===== config.mk =====
export PLATFORM = sky130hd
export DESIGN_NAME = sha256_multiblock
export DESIGN_NICKNAME = d
export VERILOG_FILES = /design/src/rtl/sha256_pkg.sv /design/src/rtl/sha256_round.sv /design/src/rtl/sha256_multiblock.sv
export SDC_FILE = /design/constraint.sdc
export NUM_CORES = 2
export LEC_CHECK = 0
export ABC_CLOCK_PERIOD_IN_PS = 21400
export BUFFER_PORTS_ARGS = -buffer_cell sky130_fd_sc_hd__buf_2
export CAP_MARGIN = 10
export CELL_PAD_IN_SITES_DETAIL_PLACEMENT = 2
export CELL_PAD_IN_SITES_GLOBAL_PLACEMENT = 2
export CORE_MARGIN = 2
export CORE_UTILIZATION = 38
export CTS_CLUSTER_DIAMETER = 50
export CTS_CLUSTER_SIZE = 10
export DETAILED_ROUTE_END_ITERATION = 7
export PLACE_DENSITY = 0.87
export SYNTH_ARGS = -nofsm -noshare
export SYNTH_HDL_FRONTEND = slang
export SYNTH_SLANG_ARGS = --single-unit

===== constraint.sdc =====
create_clock -name clk -period 21.4 [get_ports clk]
set_input_delay 2.14 -clock clk [delete_from_list [all_inputs] [get_ports clk]]
set_output_delay 2.14 -clock clk [all_outputs]
set_load 0.01 [all_outputs]

===== src/rtl/sha256_pkg.sv =====
// Shared SHA-256 types, constants and round helper functions.
package sha256_pkg;

  // [7] = a / H0 ... [0] = h / H7, so a packed hstate_t is the digest layout
  typedef logic [7:0][31:0]  hstate_t;
  // [15] holds the oldest word (W_t of the next round), [0] the newest
  typedef logic [15:0][31:0] win_t;

  typedef enum logic [1:0] {IDLE, ROUND, UPDATE, OUT} state_t;

  localparam hstate_t IV256 = {32'h6a09e667, 32'hbb67ae85, 32'h3c6ef372, 32'ha54ff53a,
                               32'h510e527f, 32'h9b05688c, 32'h1f83d9ab, 32'h5be0cd19};
  localparam hstate_t IV224 = {32'hc1059ed8, 32'h367cd507, 32'h3070dd17, 32'hf70e5939,
                               32'hffc00b31, 32'h68581511, 32'h64f98fa7, 32'hbefa4fa4};

  localparam logic [31:0] K [64] = '{
    32'h428a2f98, 32'h71374491, 32'hb5c0fbcf, 32'he9b5dba5, 32'h3956c25b, 32'h59f111f1, 32'h923f82a4, 32'hab1c5ed5,
    32'hd807aa98, 32'h12835b01, 32'h243185be, 32'h550c7dc3, 32'h72be5d74, 32'h80deb1fe, 32'h9bdc06a7, 32'hc19bf174,
    32'he49b69c1, 32'hefbe4786, 32'h0fc19dc6, 32'h240ca1cc, 32'h2de92c6f, 32'h4a7484aa, 32'h5cb0a9dc, 32'h76f988da,
    32'h983e5152, 32'ha831c66d, 32'hb00327c8, 32'hbf597fc7, 32'hc6e00bf3, 32'hd5a79147, 32'h06ca6351, 32'h14292967,
    32'h27b70a85, 32'h2e1b2138, 32'h4d2c6dfc, 32'h53380d13, 32'h650a7354, 32'h766a0abb, 32'h81c2c92e, 32'h92722c85,
    32'ha2bfe8a1, 32'ha81a664b, 32'hc24b8b70, 32'hc76c51a3, 32'hd192e819, 32'hd6990624, 32'hf40e3585, 32'h106aa070,
    32'h19a4c116, 32'h1e376c08, 32'h2748774c, 32'h34b0bcb5, 32'h391c0cb3, 32'h4ed8aa4a, 32'h5b9cca4f, 32'h682e6ff3,
    32'h748f82ee, 32'h78a5636f, 32'h84c87814, 32'h8cc70208, 32'h90befffa, 32'ha4506ceb, 32'hbef9a3f7, 32'hc67178f2};

  function automatic logic [31:0] rotr(input logic [31:0] x, input int n);
    return (x >> n) | (x << (32 - n));
  endfunction

  function automatic logic [31:0] ch(input logic [31:0] x, y, z);
    return (x & y) ^ (~x & z);
  endfunction

  function automatic logic [31:0] maj(input logic [31:0] x, y, z);
    return (x & y) ^ (x & z) ^ (y & z);
  endfunction

  function automatic logic [31:0] bsig0(input logic [31:0] x);
    return rotr(x, 2) ^ rotr(x, 13) ^ rotr(x, 22);
  endfunction

  function automatic logic [31:0] bsig1(input logic [31:0] x);
    return rotr(x, 6) ^ rotr(x, 11) ^ rotr(x, 25);
  endfunction

  function automatic logic [31:0] ssig0(input logic [31:0] x);
    return rotr(x, 7) ^ rotr(x, 18) ^ (x >> 3);
  endfunction

  function automatic logic [31:0] ssig1(input logic [31:0] x);
    return rotr(x, 17) ^ rotr(x, 19) ^ (x >> 10);
  endfunction

  // W[t+16] from the window holding W[t..t+15]
  function automatic logic [31:0] sched_next(input win_t w);
    return ssig1(w[1]) + w[6] + ssig0(w[14]) + w[15];
  endfunction

endpackage


===== src/rtl/sha256_round.sv =====
// One combinational SHA-256 compression round.
module sha256_round
  import sha256_pkg::*;
(
  input  hstate_t     cur,
  input  logic [31:0] k,
  input  logic [31:0] w,
  output hstate_t     nxt
);

  logic [31:0] t1, t2;

  assign t1  = cur[0] + bsig1(cur[3]) + ch(cur[3], cur[2], cur[1]) + k + w;
  assign t2  = bsig0(cur[7]) + maj(cur[7], cur[6], cur[5]);
  assign nxt = {t1 + t2, cur[7], cur[6], cur[5], cur[4] + t1, cur[3], cur[2], cur[1]};

endmodule


===== src/rtl/sha256_multiblock.sv =====
// Multi-block SHA-256 core, ROUNDS_PER_CYCLE rounds per clock.
// Optional SHA-224 mode (mode_224 port) when SHA256_SHA224_EN is defined.
module sha256_multiblock
  import sha256_pkg::*;
#(
  parameter int ROUNDS_PER_CYCLE = 1
) (
  input  logic         clk,
  input  logic         rst_n,
  input  logic         blk_valid,
  output logic         blk_ready,
  input  logic [511:0] blk_data,
  input  logic         blk_first,
  input  logic         blk_last,
  output logic         dig_valid,
  input  logic         dig_ready,
  output logic [255:0] digest,
  output logic         busy
`ifdef SHA256_SHA224_EN
  ,
  input  logic         mode_224
`endif
);

  localparam int NCYC = 64 / ROUNDS_PER_CYCLE;

  if (!(ROUNDS_PER_CYCLE == 1 || ROUNDS_PER_CYCLE == 2 || ROUNDS_PER_CYCLE == 4)) begin : g_bad_rpc
    $error("sha256_multiblock: ROUNDS_PER_CYCLE must be 1, 2 or 4");
  end

  state_t     state;
  hstate_t    h, wv, iv_sel;
  win_t       win;
  logic [5:0] cnt;
  logic       last_q, chain_ok, fresh;

  // chain_ok is set only between blocks of an unfinished message
  assign fresh = blk_first || !chain_ok;
  assign busy  = (state != IDLE);

  for (genvar j = 0; j < ROUNDS_PER_CYCLE; j++) begin : g_rnd
    hstate_t    cur, nxt;
    win_t       wcur, wnxt;
    logic [5:0] kidx;
    if (j == 0) begin : g_head
      assign cur  = wv;
      assign wcur = win;
    end else begin : g_link
      assign cur  = g_rnd[j-1].nxt;
      assign wcur = g_rnd[j-1].wnxt;
    end
    assign kidx = cnt * 6'(ROUNDS_PER_CYCLE) + 6'(j);
    assign wnxt = {wcur[14:0], sched_next(wcur)};
    sha256_round u_round (.cur(cur), .k(K[kidx]), .w(wcur[15]), .nxt(nxt));
  end

`ifdef SHA256_SHA224_EN
  logic m224;
  assign iv_sel = mode_224 ? IV224 : IV256;
  assign digest = m224 ? {h[7:1], 32'h0} : h;
`else
  assign iv_sel = IV256;
  assign digest = h;
`endif

  always_ff @(posedge clk) begin
    if (!rst_n) begin
      state     <= IDLE;
      blk_ready <= 1'b0;
      dig_valid <= 1'b0;
      h         <= '0;
      wv        <= '0;
      win       <= '0;
      cnt       <= '0;
      last_q    <= 1'b0;
      chain_ok  <= 1'b0;
`ifdef SHA256_SHA224_EN
      m224      <= 1'b0;
`endif
    end else begin
      case (state)
        IDLE: begin
          blk_ready <= 1'b1;
          if (blk_valid && blk_ready) begin
            blk_ready <= 1'b0;
            state     <= ROUND;
            cnt       <= '0;
            wv        <= fresh ? iv_sel : h;
            win       <= blk_data;
            last_q    <= blk_last;
            if (fresh) h <= iv_sel;
`ifdef SHA256_SHA224_EN
            if (fresh) m224 <= mode_224;
`endif
          end
        end
        ROUND: begin
          wv  <= g_rnd[ROUNDS_PER_CYCLE-1].nxt;
          win <= g_rnd[ROUNDS_PER_CYCLE-1].wnxt;
          cnt <= cnt + 6'd1;
          if (cnt == 6'(NCYC - 1)) state <= UPDATE;
        end
        UPDATE: begin
          for (int i = 0; i < 8; i++) h[i] <= h[i] + wv[i];
          chain_ok <= !last_q;
          state    <= last_q ? OUT : IDLE;
        end
        OUT: begin
          // dig_valid trails entry to OUT by one edge so it lands at NCYC+2
          if (!dig_valid) begin
            dig_valid <= 1'b1;
          end else if (dig_ready) begin
            dig_valid <= 1'b0;
            state     <= IDLE;
          end
        end
        default: state <= IDLE;
      endcase
    end
  end

endmodule


==> metrics.yaml <==
run_status:
  outcome: "complete, no violations"
routing:
  wirelength_um: 385000
  antenna_left: 0
  drc: 0
  vias: 74878
  wire_per_inst_um: 32.49
  first_pass_iters: 8
  drt-vias-per-instance: 6.319
  drtIter0Drc: 6486
placed_design:
  io_buffer_count: 776
  place_congestion: 0.9808
  dp_hpwl_um: 277000
power:
  power_density_nw_per_um2: 159.9
  p_leak_nw: 34.15
  ir_drop_mv: 0.2007
cts:
  cts_sinks: 1036
  clockBufferDepth: 3
  cts_buffers: 161
  post-cts-setup-buffers: 0
  clk_pin_slew_worst_paths_ns: 0.06
  cts_resized: 0
  htreeDepth: 4
  hold_buffers: 0
  cts_tree: "done"
  cts-root-buf: "clkbuf_16"
  clk_latency_ns: 0.86
die:
  io_pins: 777
  rows: 157
  die_h_um: 432.1
  fp.dieW_um: 432.1
  initial_utilization: 0.3815
  dieArea_sq_um: 186700
  core_area_sq_um: 182500
timing:
  maxSlewHeadroom: 0.1109
  min_period_ns: 9.782
  skew_ns: 0.04637
  setup_viol: 0
  worst_pin_slew_ns: 1.334
  rsz0062_at_grt: "false"
  fin_crit_sh: 0.4571
  holdWs_ns: 0.4740
  tns_ns: 0
  drv_slew: 0
  fmax_ghz: 0.1022
  hold_violations: 0
synth:
  synth-edff-count: 0
  ys_top_cells_by_area: "dfxtp_1 (30%), nand2_1 (7.5%), ha_1 (7.2%)"
  yosysMostFrequentCell: "nand2_1"
  netlist_area_sq_um: 69630
  synth_cells: 8988
  syn_avg_cell_area_sq_um: 7.747
  ys_top_cells_by_count: "nand2_1 (1390), dfxtp_1 (1036), nor2_1 (977)"
  ys_ff_latch: 1036
  yosysSeqAreaShare: 0.2979
  synth-main-ff-cell: "dfxtp_1"
  yosys_warnings: 0
  yosysUniqueCellTypes: 98
  yosysTopAreaCellShare: 0.2979
  synth_top_cell_by_area: "dfxtp_1"
  async_reset_ff_frac: 0
  mappedNetlistNets: 10100
critical_path:
  path_class: "reg2reg"
  r2r_slack_ns: 11.62
  cp.required_ns: 22.14
  ff2ff_path_depth: 36
  path_max_fanout: 11
  crit_family: "compound AO/OA/AOI/OAI gates"
  reg2reg_to: "g_rnd[0].cur[255]"
  arrival_ns: 10.52
  cp.buffers_inverters: 3
  critPathMaxStageDelay_ns: 0.68
  crit_path_end_kind: "register"
  crit_path_top_delay_cell: "nor2_1"
  worst-path-stages: 36
  crit_start: "cnt[0]"
  cp-start-kind: "register"
  cpMostUsedCell: "a21o_1"
  timing.rr.start: "cnt[0]"
min_path:
  min_path_type: "reg2reg"
  hold_end: "g_rnd[0].wcur[267]"
  worstHoldPathCells: 2
  hold_start: "g_rnd[0].wcur[235]"
flow_run:
  max-cap-violations: 0
global_routing:
  grt_pass1_vias: 80036
  grtUsageTotal: 0.3979
  antenna_found_initial: 79
  grt_max_degree: 281
  grt_pass1_wl_um: 551900
  grt_remaining_overflow: 0
layout:
  register_area_sq_um: 20740
  drive_gt1_frac: 0.1335
  multi_input_area_sq_um: 44650
  layout.nets: 10421
  num-fill-cells: 20522
  syn_to_final_growth_pct: 15.41
[routing by layer]
metal	track usage	vias to the layer above	routed length, um
met5	0	-	545
met4	0.3010	86	32520
met3	0.08210	1248	27480
met2	0.6510	3213	179300
met1	0.4566	37952	145200
li1	-	32379	-
[cells by family after synthesis]
| logic type | share of synthesized area |
|---|---|
| and+or+nand+nor | 0.1762 |
| muxes | 0.009667 |
| AOI/OAI and AO/OA | 0.2535 |
| xor gates and xnor gates | 0.06918 |
| buffers and inverters | 0.06266 |
| adders and majority gates | 0.1309 |
| DFF | 0.2979 |
[power by group]
part	internal (W)	switching, W
Clock	0.00167	0.00110
Sequential	0.00213	0.000384
Combinational	0.00268	0.00487
Total	0.00649	0.00636
[layout by cell type, fill, tap and decap left out, drive strengths merged, types with 28 or more instances in the layout]
cell type,n
nor2,977
ha,399
dfxtp,1036
clkbuf,203
mux2,28
a311oi,471
nand2,1390
o21a,53
a211oi,58
nand2b,67
a21o,148
o31ai,61
o21ai,414
xor2,218
nor2b,50
fa,195
clkinv,37
a31oi,63
or3,33
nor3,194
inv,457
diode,38
o21bai,38
buf,877
a21oi,819
a2111oi,44
a22oi,49
xnor2,332
o211ai,76
o221ai,152
nand3,109
[how the worst max path moves through the flow]
stage,endpoint
floorplan,g_rnd[0].cur[254]
global placement,g_rnd[0].cur[254]
detailed placement,g_rnd[0].cur[255]
CTS,g_rnd[0].cur[255]
global route,g_rnd[0].cur[255]
finish,g_rnd[0].cur[255]
[registers in the layout, indices dropped and copies added, names as in the netlist]
register and count:
last_q 1, g_rnd.cur 256, cnt 6, g_rnd.wcur 512, dig_valid 1, digest 256, blk_ready 1, chain_ok 1
state 2
[tightest hold or removal path, stage by stage, from the launching register on]
cell and delay, ns:
dfxtp_1 0.31, nand2_1 0.05, a311oi_1 0.08
[stage by stage]
| stage | instances | setup slack (ns) | cell area (sq um) | power [W] | util |
|---|---|---|---|---|---|
| after floorplan | 8988 | 13.06 | 69630 | 0.007191 | - |
| after global placement | 11531 | 12.09 | 74760 | 0.009477 | 0.4097 |
| after detailed placement | 11531 | 11.94 | 74760 | 0.009796 | 0.4097 |
| after CTS | 11811 | 11.83 | 80260 | 0.01270 | 0.4398 |
| after global routing | 11836 | 11.11 | 80330 | 0.01347 | 0.4402 |
| final | 11849 | 11.62 | 80360 | 0.01285 | 0.4403 |
[cell type report]
class	instances	area share
repair buffers	877	0.05862
flip-flops and latches	1036	0.2582
clock buffers	203	0.05524
diodes	38	0.001183
clock inverters	77	0.01325
inverters	443	0.02079
multi-input cells	6790	0.5556
well taps	2385	0.03714
(Power assumes the default switching activity.)
